File: src/rtl/irq_ctrl_pkg.sv
// Shared constants for the port-mapped interrupt controller:
// register offsets, FSM encodings, CAUSE layout and helpers.
package irq_ctrl_pkg;

    localparam logic [1:0] IRQ_PEND  = 2'd0;
    localparam logic [1:0] IRQ_MASK  = 2'd1;
    localparam logic [1:0] IRQ_CAUSE = 2'd2;
    localparam logic [1:0] IRQ_EOI   = 2'd3;

    localparam logic [1:0] ST_IDLE = 2'd0;
    localparam logic [1:0] ST_REQ  = 2'd1;
    localparam logic [1:0] ST_SERV = 2'd2;

    localparam int CAUSE_VLD = 7;

    // Lowest set bit wins.
    function automatic logic [2:0] prio_idx(input logic [7:0] v);
        logic [2:0] idx;
        idx = 3'd0;
        for (int i = 7; i >= 0; i--) begin
            if (v[i]) idx = i[2:0];
        end
        return idx;
    endfunction

    function automatic logic [7:0] mk_cause(input logic [2:0] idx);
        logic [7:0] c;
        c = 8'(idx);
        c[CAUSE_VLD] = 1'b1;
        return c;
    endfunction

endpackage

File: src/rtl/irq_ctrl_if.sv
// CPU-side bundle of the interrupt controller: port bus
// (address/value_in/wen/ren/value_out) plus irq/iak pair.
interface irq_ctrl_if;
    logic [7:0] address;
    logic [7:0] value_in;
    logic       wen;
    logic       ren;
    logic [7:0] value_out;
    logic       irq;
    logic       iak;

    modport master (
        output address, value_in, wen, ren, iak,
        input  value_out, irq
    );

    modport slave (
        input  address, value_in, wen, ren, iak,
        output value_out, irq
    );
endinterface

File: src/rtl/irq_sync_edge.sv
// One source: 2-flop synchroniser, rising-edge detect, registered pulse.
// Ports: clk, rst (async, low), arm (edge enable), src (async in), rise (out).
module irq_sync_edge (
    input  logic clk,
    input  logic rst,
    input  logic arm,
    input  logic src,
    output logic rise
);
    logic s1, s2, s3;

    // arm stays low until s3 holds a real sample, so a level already
    // high at reset release is not mistaken for a new edge.
    always_ff @(posedge clk or negedge rst) begin
        if (!rst) begin
            s1   <= 1'b0;
            s2   <= 1'b0;
            s3   <= 1'b0;
            rise <= 1'b0;
        end else begin
            s1   <= src;
            s2   <= s1;
            s3   <= s2;
            rise <= arm & s2 & ~s3;
        end
    end
endmodule

File: src/rtl/irq_ctrl.sv
// Interrupt controller sharing one CPU interrupt among NSRC sources.
// Ports: clk, rst (async, low), src_in[NSRC], bus (irq_ctrl_if.slave).
module irq_ctrl
    import irq_ctrl_pkg::*;
#(
    parameter int         NSRC = 8,
    parameter logic [7:0] BASE = 8'h10
) (
    input  logic            clk,
    input  logic            rst,
    input  logic [NSRC-1:0] src_in,
    irq_ctrl_if.slave       bus
);
    logic [2:0]      warm;
    logic [NSRC-1:0] rise;
    logic [NSRC-1:0] pend, pend_n;
    logic [NSRC-1:0] mask, mask_n;
    logic [NSRC-1:0] act;
    logic [7:0]      cause;
    logic [1:0]      state;
    logic [7:0]      act8, clr8, rdata;
    logic [2:0]      idx;
    logic [1:0]      ofs;
    logic            hit, wr_pend, wr_mask, wr_eoi, take;

    // Fills alongside the synchroniser chain after reset.
    always_ff @(posedge clk or negedge rst) begin
        if (!rst) warm <= 3'b000;
        else      warm <= {warm[1:0], 1'b1};
    end

    for (genvar g = 0; g < NSRC; g++) begin : g_src
        irq_sync_edge u_sync (
            .clk  (clk),
            .rst  (rst),
            .arm  (warm[2]),
            .src  (src_in[g]),
            .rise (rise[g])
        );
    end

    assign hit     = bus.address[7:2] == BASE[7:2];
    assign ofs     = bus.address[1:0];
    assign wr_pend = bus.wen && hit && ofs == IRQ_PEND;
    assign wr_mask = bus.wen && hit && ofs == IRQ_MASK;
    assign wr_eoi  = bus.wen && hit && ofs == IRQ_EOI;

    assign act  = pend & mask;
    assign act8 = 8'(act);
    assign idx  = prio_idx(act8);
    assign clr8 = 8'd1 << idx;
    assign take = state == ST_REQ && bus.iak && |act;

    // New edges are applied last so they beat both clear paths.
    always_comb begin
        pend_n = pend;
        if (wr_pend) pend_n = pend_n & ~bus.value_in[NSRC-1:0];
        if (take)    pend_n = pend_n & ~clr8[NSRC-1:0];
        pend_n = pend_n | rise;
        mask_n = wr_mask ? bus.value_in[NSRC-1:0] : mask;
    end

    always_comb begin
        rdata = 8'h00;
        unique case (1'b1)
            hit && ofs == IRQ_PEND:  rdata = 8'(pend);
            hit && ofs == IRQ_MASK:  rdata = 8'(mask);
            hit && ofs == IRQ_CAUSE: rdata = cause;
            default:                 rdata = 8'h00;
        endcase
    end

    always_ff @(posedge clk or negedge rst) begin
        if (!rst) begin
            pend          <= '0;
            mask          <= '0;
            cause         <= 8'h00;
            state         <= ST_IDLE;
            bus.irq       <= 1'b0;
            bus.value_out <= 8'h00;
        end else begin
            pend          <= pend_n;
            mask          <= mask_n;
            bus.value_out <= rdata;
            case (state)
                ST_IDLE: begin
                    if (|act) begin
                        state   <= ST_REQ;
                        bus.irq <= 1'b1;
                    end
                end
                ST_REQ: begin
                    if (take) begin
                        cause   <= mk_cause(idx);
                        bus.irq <= 1'b0;
                        state   <= ST_SERV;
                    end else if (~|(pend_n & mask_n)) begin
                        bus.irq <= 1'b0;
                        state   <= ST_IDLE;
                    end
                end
                ST_SERV: begin
                    if (wr_eoi) begin
                        cause[CAUSE_VLD] <= 1'b0;
                        state            <= ST_IDLE;
                    end
                end
                default: begin
                    bus.irq <= 1'b0;
                    state   <= ST_IDLE;
                end
            endcase
        end
    end

    a_no_rw: assert property (
        @(posedge clk) disable iff (!rst) !(bus.wen && bus.ren)
    );
endmodule

File: src/flat_wrapper.sv
// flat-port wrapper written by rule: the top's interface ports become plain ports
module irq_ctrl_flat import irq_ctrl_pkg::*;
#(
    parameter int         NSRC = 8,
    parameter logic [7:0] BASE = 8'h10
)
  (clk, rst, src_in, bus_address, bus_value_in, bus_wen, bus_ren, bus_iak, bus_value_out, bus_irq);
  irq_ctrl_if bus_i ();
  input  logic clk;
  input  logic rst;
  input  logic [NSRC-1:0] src_in;
  input wire logic [$bits(bus_i.address)-1:0] bus_address;
  input wire logic [$bits(bus_i.value_in)-1:0] bus_value_in;
  input wire logic [$bits(bus_i.wen)-1:0] bus_wen;
  input wire logic [$bits(bus_i.ren)-1:0] bus_ren;
  input wire logic [$bits(bus_i.iak)-1:0] bus_iak;
  output wire logic [$bits(bus_i.value_out)-1:0] bus_value_out;
  output wire logic [$bits(bus_i.irq)-1:0] bus_irq;
  assign bus_i.address = bus_address;
  assign bus_i.value_in = bus_value_in;
  assign bus_i.wen = bus_wen;
  assign bus_i.ren = bus_ren;
  assign bus_i.iak = bus_iak;
  assign bus_value_out = bus_i.value_out;
  assign bus_irq = bus_i.irq;
  irq_ctrl #(.NSRC(NSRC), .BASE(BASE)) u_core (.clk(clk), .rst(rst), .src_in(src_in), .bus(bus_i));
endmodule
File: config.mk
export PLATFORM = sky130hd
export DESIGN_NAME = irq_ctrl_flat
export DESIGN_NICKNAME = d
export VERILOG_FILES = /design/src/rtl/irq_ctrl_pkg.sv /design/src/rtl/irq_ctrl_if.sv /design/src/rtl/irq_sync_edge.sv /design/src/rtl/irq_ctrl.sv /design/src/flat_wrapper.sv
export SDC_FILE = /design/constraint.sdc
export NUM_CORES = 1
export LEC_CHECK = 0
export CAP_MARGIN = 15
export CORE_ASPECT_RATIO = 0.7
export CORE_MARGIN = 2
export CORE_UTILIZATION = 55
export CTS_CLUSTER_DIAMETER = 80
export CTS_CLUSTER_SIZE = 14
export DETAILED_ROUTE_END_ITERATION = 10
export DONT_BUFFER_PORTS = 1
export PLACE_DENSITY = 0.73
export SYNTH_ARGS = -nofsm -noshare
export SYNTH_HDL_FRONTEND = slang
export SYNTH_SLANG_ARGS = --single-unit
File: constraint.sdc
create_clock -name clk -period 4.3 [get_ports clk]
set_input_delay 1.075 -clock clk [delete_from_list [all_inputs] [get_ports clk]]
set_output_delay 1.075 -clock clk [all_outputs]
set_load 0.01 [all_outputs]
# Word level (Yosys, flattened, before mapping)
# Index checks and enable logic that the tools add are counted.
dict set report word_totals {
  latchBits 0
  input_bits 29
  n_memories 0
  word_cells 125
  mem_bits_rw 0
  rom_bits 0
  ff_bits 66
  output_inout_bits 9
}
dict set report classes {
  div_mod_pow 0
  magnitude_cmp 0
  n_reduce_logical 18
  n_addsub 0
  n_eq_ne 10
  muxes 24
  bitwise 32
  mul 0
  shifts 1
}
# op count
set op_table {}
lappend op_table {{$and A8 B8 Y8} 4}
lappend op_table {{$mux W8} 4}
lappend op_table {{$mux W3} 8}
lappend op_table {{$pmux W8 S3} 1}
lappend op_table {{$and A1 B1 Y1} 16}
lappend op_table {{$not A8 Y8} 2}
lappend op_table {{$reduce_or A8 Y1} 2}
lappend op_table {{$logic_and A1 B1 Y1} 9}
lappend op_table {{$not A1 Y1} 9}
lappend op_table {{$reduce_and A3 Y1} 3}
lappend op_table {{$mux W2} 4}
lappend op_table {{$or A8 B8 Y8} 1}
lappend op_table {{$shl A1 B3 Y8 const A} 1}
lappend op_table {{$eq A2 B2 Y1 const B} 3}
lappend op_table {{$eq A6 B3 Y1 const B} 1}
lappend op_table {{$ne A2 B1 Y1 const B} 3}
lappend op_table {{$pmux W2 S3} 1}
lappend op_table {{$eq A2 B1 Y1 const B} 2}
lappend op_table {{$logic_not A2 Y1} 2}
lappend op_table {{$mux W1} 4}
lappend op_table {{$ne A3 B2 Y1 const B} 1}
lappend op_table {{$pmux W1 S3} 1}
lappend op_table {{$pmux W1 S2} 1}
lappend op_table {{$reduce_and A2 Y1} 1}
lappend op_table {{$reduce_bool A2 Y1} 1}

# Logic depth before layout (Yosys ltp)
dict set report depth {
  ltp_word 19
  ltp_mapped 8
  depth_no_buf 7
}

# Cells and area by module
# Synthesis repeated with hierarchy kept, for this count alone.
dict set report unflattened {
  cells_unflattened 197
  area_unflattened_um2 2522.4
}
# module area_each_um2 n_inst seq_area_each_um2 cells_each
set by_module_without_submodules {}
lappend by_module_without_submodules {irq_ctrl 1651.6 1 850.8 157}
lappend by_module_without_submodules {irq_sync_edge 108.9 8 100.1 5}

# Least setup slack after synthesis
# Ideal clock, no wire load.
dict set report synth_timing {
  path_type {input to register}
  startpoint {in bus_address[3]}
  endpoint {reg u_core.state[0]}
  required_ns 4.162
  path_buffers 0
  slack_ns 1.178
  cell_stages 7
  arrival_ns 2.984
  setup_time_ns 0.138
  path_cell_list {nor4b_4 nand4_4 mux2_4 a22o_1 a2111o_1 nor4b_2 o32ai_1}
}
dict set report synth_via {
  word_cells_on_any_way 15
  classes_between {eq/ne (3); mux (3); bitwise (3); reduce/logical (6)}
}
# item line
set synth_rtl {}
lappend synth_rtl {{start, declared} flat_wrapper.sv:12} ;# input wire logic [$bits(bus_i.address)-1:0] bus_address;
lappend synth_rtl {{$eq A6 B3 Y1} irq_ctrl.sv:42} ;# assign hit = bus.address[7:2] == BASE[7:2];
lappend synth_rtl {{$logic_and A1 B1 Y1 (2 in series)} irq_ctrl.sv:45} ;# assign wr_mask = bus.wen && hit && ofs == IRQ_MASK;
lappend synth_rtl {{$mux W8} irq_ctrl.sv:60} ;# mask_n = wr_mask ? bus.value_in[NSRC-1:0] : mask;
lappend synth_rtl {{named net u_core.mask_n[1]} irq_ctrl.sv:17} ;# logic [NSRC-1:0] mask, mask_n;
lappend synth_rtl {{$and A8 B8 Y8} irq_ctrl.sv:97} ;# end else if (~|(pend_n & mask_n)) begin
lappend synth_rtl {{$reduce_or A8 Y1} irq_ctrl.sv:97}
lappend synth_rtl {{$ne A3 B2 Y1 (no line)} -}
lappend synth_rtl {{$reduce_and A3 Y1 (no line)} -}
lappend synth_rtl {{end signal, assigned} irq_ctrl.sv:96} ;# state <= ST_SERV;
lappend synth_rtl {{end signal, assigned} irq_ctrl.sv:99} ;# state <= ST_IDLE;
lappend synth_rtl {{end signal, assigned} irq_ctrl.sv:105} ;# state <= ST_IDLE;
lappend synth_rtl {{end, declared} irq_ctrl.sv:20} ;# logic [1:0] state;
# The timed path passes the listed nets, and every way through them passes these cells.
# A chain may end at the register's enable or synchronous reset.

# Final worst setup path
# Same ends and word-level chain as after synthesis.

==> flow_summary.json <==
{
  "instances_no_fill": 274,
  "grt_pass1_vias": 1545,
  "fin_skew_ns": 0.003641,
  "yosys-top-cells-area": "dfrtp_1, nor2_1, mux2i_1",
  "max-cap-violations": 0,
  "post_drt_wl_per_cell_um": 16.43,
  "maxSlewHeadroom": 0.5158,
  "cts_tree": "yes",
  "dp_slack_ns": 0.7963,
  "via_per_inst": 5.891,
  "place.gp.congestion": 0.8830,
  "final_util": 0.6361,
  "post_cts_buffers": 0,
  "rows": 20,
  "layout_min_cycle_time_ns": 3.168,
  "ctsHtreeMaxLevel": 3,
  "clock.fmax_ghz": 0.3156,
  "clk_pin_slew_worst_paths_ns": 0.06,
  "cp_max_fo": 8,
  "status": "finished clean",
  "drc": 0,
  "dp_cells": 259,
  "area_growth_pct": 10.08,
  "clock_latency_ns": 0.34,
  "crit_required_ns": 4.50,
  "grt_usage": 0.1924,
  "ios": 38,
  "fin_setup_tns_ns": 0,
  "clock_path_buffers": 2,
  "first_pass_iters": 4,
  "grt_overflow": 0,
  "drive_above_1_share": 0.1416,
  "die_y_um": 60.91,
  "rsz0062_at_grt": "no",
  "num-nets-final": 244,
  "worst_setup_path_end_kind": "register",
  "grt_pass1_wl_um": 7189,
  "finalWorstSetupSlack_ns": 1.132,
  "dpl.hpwl_um": 3112,
  "synth.distinct_cells": 42,
  "finalWirelength_um": 4503,
  "clock_sinks": 66,
  "cts_buffers": 9,
  "period_share": 0.7368,
  "tightest_slew_ns": 0.7263,
  "port_buffers": 0,
  "ys.warnings.count": 0,
  "synth_top_area_share": 0.6490,
  "ctsResizeCount": 0,
  "start_util": 0.5778,
  "netlist_instances": 208,
  "async_flop_share": 1.000,
  "p_leak_nw": 1.259,
  "grt_max_degree": 67,
  "ys_seq_area_frac": 0.6490,
  "cp.arrival_ns": 3.37,
  "holdWs_ns": 0.3491,
  "synth_area_mm2": 0.002545,
  "synth_ff_type": "dfrtp_1",
  "setup_viol": 0,
  "via_count": 1614,
  "root_buffer": "clkbuf_8",
  "synth-edff-count": 0,
  "die_w_um": 85.31,
  "syn_area_per_cell_um2": 12.24,
  "core-area_mm2": 0.004404,
  "start_kind": "primary input",
  "ys_seq_elements": 66,
  "yosysTopAreaCell": "dfrtp_1",
  "powerDensity_mw_per_mm2": 490.5,
  "die_area_mm2": 0.005196,
  "ant_nets": 0,
  "synthesis.nets": 237,
  "drt_first_iter_violations": 72,
  "hp-class": "register to register",
  "worst_ir_drop_vdd_mv": 0.3607,
  "slew_violations": 0,
  "hold_viol": 0,
  "diodes": 0,
  "antenna_found_initial": 0,
  "path_class": "primary input to register",
  "postCtsHoldBufs": 0
}
## stage by stage
step / instance area [µm²] / total power (W)
after global routing: 2801 / 0.001442
after detailed placement: 2599 / 0.0008679
after CTS: 2801 / 0.001386
final: 2801 / 0.001374
after global placement: 2599 / 0.0008591
after floorplan: 2545 / 0.0008346
## path summary, 6_finish.rpt
path	startpoint	to	cells after the start	slack, ns
min in group asynchronous	rst	u_core.g_src[4].u_sync.s1	0	0.43
max reg2reg	u_core.mask[6]	u_core.state[0]	7	1.66
min	u_core.warm[1]	u_core.warm[2]	0	0.35
max	bus_address[3]	u_core.state[0]	7	1.13
min reg2reg	u_core.warm[1]	u_core.warm[2]	0	0.35
max in group asynchronous	rst	u_core.cause[7]	0	3.76
## layer usage
| layer | global-route usage | part of all wire | routed length (µm) |
|---|---|---|---|
| met3 | 0.09796 | 0.10 | 471 |
| met1 | 0.2314 | 0.41 | 1864 |
| met2 | 0.3013 | 0.47 | 2106 |
| met4 | 0.07937 | 0.014 | 61 |
| met5 | 0 | 0 | 0 |
## power breakdown
group | total, W | internal [W] | switching (W)
Combinational | 0.000136 | 0.0000627 | 0.0000734
Clock | 0.000514 | 0.000296 | 0.000218
Sequential | 0.000724 | 0.000677 | 0.0000475
## cell usage in the layout (no fill, tap or decap), types with 2 or more instances in the layout
master and count:
a21oi_1 11, a22oi_1 5, a31o_2 2, a31oi_1 2, a32o_1 3, clkbuf_8 11
dfrtp_1 66, inv_1 6, mux2_2 7, mux2i_1 8, nand2_1 21, nand2b_1 2
nand3_1 4, nand4_1 3, nor2_1 28, nor2b_1 3, nor3b_1 2, o21ai_0 5
o311a_1 2, o31a_1 2, or2_2 2
## cells by family (layout without fill, tap and decap cells)
group	Yosys count	count (layout)	synth area share
flip-flops	66	66	0.6490
multiplexers	16	16	0.06834
other	1	1	0.001474
AO/OA/AOI/OAI	42	42	0.1185
buffers and inverters	10	21	0.01475
AND/OR/NAND/NOR	73	73	0.1480
## sequential cells by signal (all words and copies together), names as in the netlist
register and flops:
u_core.bus.irq 1, u_core.bus.value_out 8, u_core.cause 4, u_core.g_src.u_sync.rise 8, u_core.g_src.u_sync.s1 8, u_core.g_src.u_sync.s2 8
u_core.g_src.u_sync.s3 8, u_core.mask 8, u_core.pend 8, u_core.state 2, u_core.warm 3
## critical path, stage by stage
cell and delay [ns]:
nor4b_4 0.50, nand4_4 0.30, mux2_4 0.37, a22o_1 0.24
a2111o_1 0.37, nor4b_2 0.36, o32ai_1 0.14
## area by class of cell
class / count / area, µm²
well taps: 55 / 68.82
fillers: 340 / 1603
clock inverters: 4 / 51.30
clock buffers: 11 / 151.4
flip-flops and latches: 66 / 1652
multi-input cells: 132 / 855.8
inverters: 6 / 22.52
## Yosys cell counts (all sizes together) (2+ instances only)
cell type and instances:
nand3 4, nand2b 2, o31a 2, nor2b 3, a21oi 11, or2 2
clkbuf 3, dfrtp 66, a31o 2, o21ai 5, nor2 28, o311a 2
nand4 4, mux2i 8, mux2 8, nor3b 2, a31oi 2, nor4b 2
nand2 21, a32o 3, inv 6, a22oi 5
(Power assumes the default switching activity.)
